File: src/rtl/fifo_scheduler.sv
// Round-robin write arbiter and chunked read sequencer wrapped around the
// width-converting fifo_memory; presents narrow chunks downstream with valid/ready/last.
module fifo_scheduler #(
  parameter int N_REQ          = 4,
  parameter int DATA_IN_WIDTH  = 16,
  parameter int DATA_OUT_WIDTH = 4
) (
  input  logic                             clk,
  input  logic                             rst,
  input  logic                             en,
  input  logic [N_REQ-1:0]                 req,
  input  logic [N_REQ*DATA_IN_WIDTH-1:0]   req_data,
  output logic [N_REQ-1:0]                 grant,
  output logic                             fifo_wr_en,
  output logic [DATA_IN_WIDTH-1:0]         fifo_data_in,
  input  logic                             fifo_full,
  output logic                             fifo_rd_en,
  input  logic [DATA_OUT_WIDTH-1:0]        fifo_data_out,
  input  logic                             fifo_empty,
  output logic                             out_valid,
  output logic [DATA_OUT_WIDTH-1:0]        out_data,
  output logic                             out_last,
  input  logic                             out_ready
);

  localparam int CHUNK_COUNT = DATA_IN_WIDTH / DATA_OUT_WIDTH;
  localparam int CNT_W       = $clog2(CHUNK_COUNT);
  localparam int PTR_W       = $clog2(N_REQ);

  typedef enum logic [1:0] {IDLE, VALID, SETTLE} state_t;

  logic [PTR_W-1:0]         rr_ptr;
  logic [PTR_W-1:0]         win;
  logic [PTR_W:0]           cand;
  logic                     found;
  logic [DATA_IN_WIDTH-1:0] wr_data;

  state_t                   state, state_nxt;
  logic [CNT_W-1:0]         chunk_cnt, chunk_cnt_nxt;
  logic                     is_last;

  // Circular search starting at rr_ptr; cand carries one extra bit so the
  // wrap can be folded back for non-power-of-two requester counts.
  always_comb begin
    grant = '0;
    win   = '0;
    found = 1'b0;
    cand  = '0;
    if (en && !fifo_full) begin
      for (int k = 0; k < N_REQ; k++) begin
        cand = {1'b0, rr_ptr} + (PTR_W+1)'(k);
        if (cand >= (PTR_W+1)'(N_REQ)) cand = cand - (PTR_W+1)'(N_REQ);
        if (!found && req[cand[PTR_W-1:0]]) begin
          found = 1'b1;
          win   = cand[PTR_W-1:0];
        end
      end
    end
    if (found) grant[win] = 1'b1;
  end

  always_comb begin
    wr_data = '0;
    for (int i = 0; i < N_REQ; i++) begin
      if (grant[i]) wr_data = req_data[i*DATA_IN_WIDTH +: DATA_IN_WIDTH];
    end
  end

  assign fifo_wr_en   = found;
  assign fifo_data_in = wr_data;

  always_ff @(posedge clk or negedge rst) begin
    if (!rst) begin
      rr_ptr <= '0;
    end else if (found) begin
      rr_ptr <= (win == PTR_W'(N_REQ-1)) ? '0 : win + 1'b1;
    end
  end

  // Read sequencer: fifo_data_out is registered, so a read issued in one
  // cycle is presented in VALID the next.
  always_ff @(posedge clk or negedge rst) begin
    if (!rst) begin
      state     <= IDLE;
      chunk_cnt <= '0;
    end else begin
      state     <= state_nxt;
      chunk_cnt <= chunk_cnt_nxt;
    end
  end

  assign is_last = (chunk_cnt == CNT_W'(CHUNK_COUNT-1));

  always_comb begin
    state_nxt     = state;
    chunk_cnt_nxt = chunk_cnt;
    fifo_rd_en    = 1'b0;
    out_valid     = 1'b0;
    out_last      = 1'b0;
    case (state)
      IDLE: begin
        if (en && !fifo_empty) begin
          fifo_rd_en = 1'b1;
          state_nxt  = VALID;
        end
      end
      VALID: begin
        out_valid = 1'b1;
        out_last  = is_last;
        if (out_ready) begin
          if (is_last) begin
            chunk_cnt_nxt = '0;
            state_nxt     = SETTLE;
          end else begin
            chunk_cnt_nxt = chunk_cnt + 1'b1;
            if (en && !fifo_empty) fifo_rd_en = 1'b1;
            else                   state_nxt  = IDLE;
          end
        end
      end
      SETTLE: begin
        state_nxt = IDLE;
      end
      default: begin
        state_nxt = IDLE;
      end
    endcase
  end

  assign out_data = fifo_data_out;

endmodule

File: config.mk
export PLATFORM = sky130hd
export DESIGN_NAME = fifo_scheduler
export DESIGN_NICKNAME = d
export VERILOG_FILES = /design/src/rtl/fifo_scheduler.sv
export SDC_FILE = /design/constraint.sdc
export NUM_CORES = 1
export LEC_CHECK = 0
export CORE_UTILIZATION = 27
export DETAILED_ROUTE_END_ITERATION = 8
export GPL_ROUTABILITY_DRIVEN = 0
export HOLD_SLACK_MARGIN = 0.05
export PLACE_DENSITY = 0.84
export RECOVER_POWER = 100
export SKIP_CTS_REPAIR_TIMING = 1
export SLEW_MARGIN = 20
export SYNTH_ARGS = -nofsm -noshare
export SYNTH_HDL_FRONTEND = slang
export SYNTH_SLANG_ARGS = --single-unit
File: constraint.sdc
create_clock -name clk -period 2.4 [get_ports clk]
set_clock_uncertainty 0.2 [all_clocks]
set_input_delay 0.24 -clock clk [delete_from_list [all_inputs] [get_ports clk]]
set_output_delay 0.24 -clock clk [all_outputs]
set_load 0.005 [all_outputs]
## Word level (Yosys, flattened, before mapping)

Cells that the tools add are included.

- Register bits: 6
- Output and inout bits: 28
- Logic and storage cells: 91

- Add/sub/neg operators: 9
- $lt $le $gt $ge: 10
- Equality and inequality tests: 6
- Multiplexer cells: 49
- Reduce and logical (&&, ||, !) cells: 14

Operators by type and width:

| kind | count |
|---|---|
| $mux W16 | 4 |
| $mux W2 | 19 |
| $mux W1 | 18 |
| $lt A2 B3 Y1 const B | 5 |
| $ge A3 B3 Y1 const B | 3 |
| $bmux W1 S2 | 4 |
| $sub A2 B1 Y2 const B | 4 |
| $add A2 B2 Y3 const B | 2 |
| $logic_and A1 B1 Y1 | 6 |
| $logic_not A1 Y1 | 5 |
| $add A2 B1 Y2 const B | 2 |
| $eq A2 B2 Y1 const B | 2 |
| $mux W4 | 1 |
| $ne A2 B2 Y1 const B | 2 |
| $pmux W2 S2 | 1 |
| $add A2 B1 Y3 const B | 1 |
| $ge A2 B3 Y1 const B | 1 |
| $ne A3 B3 Y1 const B | 1 |
| $reduce_and A3 Y1 | 1 |
| $demux W1 S2 | 1 |
| $eq A2 B1 Y1 const B | 1 |
| $ge A2 B1 Y1 const B | 1 |
| $logic_not A2 Y1 | 1 |
| $pmux W1 S2 | 1 |
| $reduce_and A2 Y1 | 1 |

## Depth between registers and ports, before layout

- Depth in word-level cells: 28
- Mapped depth: 12
- Depth with buffers taken out: 9

## Worst setup path before layout

No wires, ideal clock.

- Path type: input to output
- From: in fifo_full
- To: out fifo_data_in[0]
- Data arrival time: 1.901 ns
- Slack: 0.059 ns
- Stages on the path: 12
- Path through: nand2b_1 > or2_1 > buf_6 > a31oi_1 > nand2_1 > ha_1 > buf_4 > inv_2 > buf_2 > o21a_1 > a22oi_1 > nor2_1

- Cells in the longest elaborated chain, start to end: 12

Ends and longest elaborated chain:

| element | line | RTL |
|---|---|---|
| from (decl) | 16 | `input logic fifo_full,` |
| $logic_not A1 Y1 * | 49 | `if (en && !fifo_full) begin` |
| $logic_and A1 B1 Y1 * | 49 |  |
| $mux W2 | 49 |  |
| $lt A2 B3 Y1 (not written as such) or $ge A2 B1 Y1 (tied branches) | 59 | `if (found) grant[win] = 1'b1;` |
| $logic_and A1 B1 Y1 (not written as such) | 59 |  |
| $mux W1 (not written as such) | 59 |  |
| $demux W1 S2 | 59 |  |
| $mux W4 * | 59 |  |
| $mux W16 (3 in a row) | 65 | `if (grant[i]) wr_data = req_data[i*DATA_IN_WIDTH +: DATA_IN_WIDTH];` |
| $mux W16 * | 65 |  |
| to (decl) | 15 | `output logic [DATA_IN_WIDTH-1:0] fifo_data_in,` |

Every way passes the cells marked *; elsewhere a longest branch is shown, timed or not.

## Worst setup path in the final report

- From: reg rr_ptr[0]
- To: out fifo_data_in[5]

- Cells in the longest elaborated chain, start to end: 28

Ends and longest elaborated chain:

| element | line | RTL |
|---|---|---|
| from (decl) | 32 | `logic [PTR_W-1:0] rr_ptr;` |
| from (signal assigned) | 76 | `rr_ptr <= (win == PTR_W'(N_REQ-1)) ? '0 : win + 1'b1;` |
| $ge A2 B3 Y1 or $sub A2 B1 Y2 (tied branches) | 52 | `if (cand >= (PTR_W+1)'(N_REQ)) cand = cand - (PTR_W+1)'(N_REQ);` |
| $mux W2 | 52 |  |
| $mux W2 | 49 |  |
| $bmux W1 S2 | 53 | `if (!found && req[cand[PTR_W-1:0]]) begin` |
| $mux W1 (not written as such) | 53 |  |
| $mux W1 | 53 |  |
| $mux W1 | 49 |  |
| $logic_not A1 Y1 | 53 |  |
| [... 10 more ...] | - |  |
| $mux W2 | 49 |  |
| $lt A2 B3 Y1 (not written as such) or $ge A2 B1 Y1 (tied branches) | 59 |  |
| $logic_and A1 B1 Y1 (not written as such) | 59 |  |
| $mux W1 (not written as such) | 59 |  |
| $demux W1 S2 | 59 |  |
| $mux W4 * | 59 |  |
| $mux W16 (3 in a row) | 65 |  |
| $mux W16 * | 65 |  |

Every way passes the cells marked *; elsewhere a longest branch is shown, timed or not. The select of a mux whose other input is x is not followed.

==> flow_summary.toml <==
[setup_path]
cp_data_required_time_ps = 1960
critical_setup_path_kind = "flop to primary output"
crit_top_cell = "o21ai_1"
cp_top_family = "compound AO/OA/AOI/OAI gates"
cp.buffers_inverters = 4
critPathLaunchType = "flop"
critical_path_endpoint_category = "primary output"
cp.arrival_ps = 2350
crit_path_max_incr_delay_ps = 400
crit_slowest_cell = "dfrtp_1"
critical_path_peak_fanout = 7
crit_path_cell_trace = "inv_2, o21ai_1, a21boi_2, or3_4, ha_4, clkbuf_16, buf_8, a21oi_2, o21ai_1, a22oi_1, nor2_1, buf_2"

[yosys]
yosys.cell_types.count = 32
syn_area_sq_um = 1091
area_fraction_of_the_dominant_cell_type_after_synthesis_pct = 13.76
ys_top_cells_by_area = "dfrtp_1 14%, a21oi_1 9.2%, a22oi_1 8.9%"
yosysSeqAreaShare_pct = 13.76
postSynthCellCount = 168
synthesis.area_per_instance_sq_um = 6.494
ys.warnings.count = 0
synth_largest_area_cell = "dfrtp_1"
number_of_nets_in_the_synthesized_netlist = 251
synth.ff_latch_count = 6

[clock_tree]
ctsLongestPathBuffers = 2
tritoncts.num_buffers = 3
clk_pin_slew_ps = 40
cts_sinks = 6
htree_num_levels = 1
cts_tree = "done"
root_buffer = "clkbuf_8"
clock_insertion_delay_worst_skew_ps = 220

[cells_and_area]
num-fill-cells = 305
fin_nets = 366
antenna_cells = 0
layout.core_utilization_pct = 66.69
post_route_cells_drive_above_1_share_pct = 31.67
area_growth_pct = 130.5
ff_latch_area_sq_um = 151.4
multiInputGateArea_sq_um = 1013

[placement]
place.port_buffers = 97
pre_cts_ws_ps = -816.2
dp_hpwl_mm = 3.271

[sta]
setup_total_neg_slack_ps = -5049
period_needed_ps = 2788
slew_viol_final = 0
holdWs_ps = 137.0
timing.final.crit_share_pct = 116.2
final.setup.worst_slack_ps = -388.0
report.final.setup_viol = 19
rsz0062_at_grt = "true"
max_slew_margin_pct = 75.30
highest_attainable_clock_frequency_mhz = 358.7
worst_margin_pin_slew_ps = 367.1
final-hold-violation-count = 0

[route]
detailedRoute.firstIterationViolations = 172
met3WireLength_microns = 437
wirelength_mm = 5.076
met2RoutedLength_mm = 2.602
drt_drc_violations_left = 0
drt_first_pass_iters = 4
postRouteAntennaNets = 0
routed_wire_length_per_instance_microns = 15.43
maxUsedRoutingLayer = "met4"
route.vias.total = 1717
vias_per_cell = 5.219
wl_met1_mm = 1.982

[run]
timing.max_cap.violations = 0

[min_path]
hp-class = "input pin to asynchronous set/reset pin"

[grt]
grt_max_degree = 31
vias_in_the_first_global_route = 1441
track_usage_pct = 18.63
leftover_overflow_at_the_end_of_global_routing = 0
grt_first_pass_wirelength_mm = 6.354
grt_antenna_before_repair = 0

[power]
p_leak_nw = 1.152
total_power_per_unit_cell_area_nw_per_um2 = 366.8
vdd_drop_max_uv = 369.4

[run_status]
failed_checks = "setup timing"
outcome = "finished, violations left"

[die]
fp.dieH_microns = 65.57
core_ar_sq_um = 3771
initial_utilization_pct = 28.93
std_cell_rows = 22
floorplan.io_pins = 106
die_w_microns = 65.57
die_ar_sq_um = 4299
-- report_power, final --
| group | total (mW) | internal, mW | switching (mW) |
|---|---|---|---|
| sequential | 0.159 | 0.133 | 0.0269 |
| clock | 0.152 | 0.108 | 0.0438 |
| combinational | 0.611 | 0.358 | 0.253 |
-- cells by family after synthesis --
group                    count (synthesis)  synth area share (%)
flip-flops                               6                 13.76
AO/OA/AOI/OAI                           73                 42.55
multiplexers                             1                 1.032
AND/OR/NAND/NOR                         60                 24.89
adder cells (fa/ha/maj)                  5                 5.734
buffers and inverters                   23                 12.04
-- worst register-to-register path, cell delays in order (launching register included) --
cell,delay (ps)
dfrtp_1,400
inv_2,90
o21ai_1,50
a21boi_2,170
or3_4,370
ha_4,220
nand2_1,50
nand2_1,50
-- routing by layer --
layer / GRT usage (%) / vias to the layer above
li1: - / 825
met1: 22.77 / 799
met2: 32.60 / 86
met3: 2.778 / 7
met4: 6.793 / 0
met5: 0 / -
-- placed cells by master (no fill, tap or decap), types with 5 or more instances in the layout --
| cell | count |
|---|---|
| clkdlybuf4s50_1 | 71 |
| o21ai_2 | 5 |
| o21a_1 | 13 |
| nand2_1 | 22 |
| buf_4 | 23 |
| a22oi_1 | 10 |
| dfrtp_1 | 5 |
| a21oi_1 | 11 |
| clkbuf_2 | 6 |
| buf_2 | 10 |
| nor2_1 | 18 |
| a21oi_2 | 6 |
| o21ai_1 | 7 |
| dlymetal6s2s_1 | 9 |
-- flip-flops by register name (all words and copies together), names as in the netlist --
| name | count |
|---|---|
| chunk_cnt | 2 |
| rr_ptr | 2 |
| state | 2 |
-- synthesized netlist by cell type --
master    number
nand2_1       23
a21oi_1       20
nor2_1        19
o21ai_0       16
a22oi_1       13
o21a_1        13
buf_2          6
buf_4          6
dfrtp_1        6
ha_1           5
and2_1         4
nand2b_1       4
a221o_1        3
clkbuf_1       3
inv_1          3
inv_2          3
o211ai_1       3
buf_6          2
nor3_1         2
nor3b_1        2
a21boi_1       1
a21o_1         1
a311oi_1       1
a31oi_1        1
and2b_1        1
and3_1         1
mux2_2         1
nor2b_1        1
nor4_1         1
o22ai_1        1
or2_1          1
or3_1          1
-- worst paths after layout --
kind / start / to / cells after the start / slack, ps
min in group clk: state[1] / state[0] / 1 / 250
hold / removal: rst / rr_ptr[0] / 1 / 140
setup / recovery: rr_ptr[0] / fifo_data_in[5] / 12 / -390
setup reg to reg: rr_ptr[0] / rr_ptr[1] / 7 / 700
max in group asynchronous: rst / rr_ptr[1] / 1 / 1620
hold reg to reg: state[1] / state[0] / 1 / 250
-- cell type report --
cell class | instances | share of cell area, %
Clock buffer | 3 | 1.642
Inverter | 6 | 1.393
Multi-Input combinational cell | 139 | 40.30
Sequential cell | 6 | 6.020
Tap cell | 48 | 2.388
Timing Repair Buffer | 127 | 48.26
-- per-stage QoR --
step,power [mW],instances,area [sq um]
CTS,0.8046,311,2157
global route,0.9938,329,2515
floorplan,0.3932,168,1091
detailed placement,0.6497,308,2116
finish,0.9225,329,2515
global placement,0.6392,308,2116
Power figures use the tool's default switching activity.
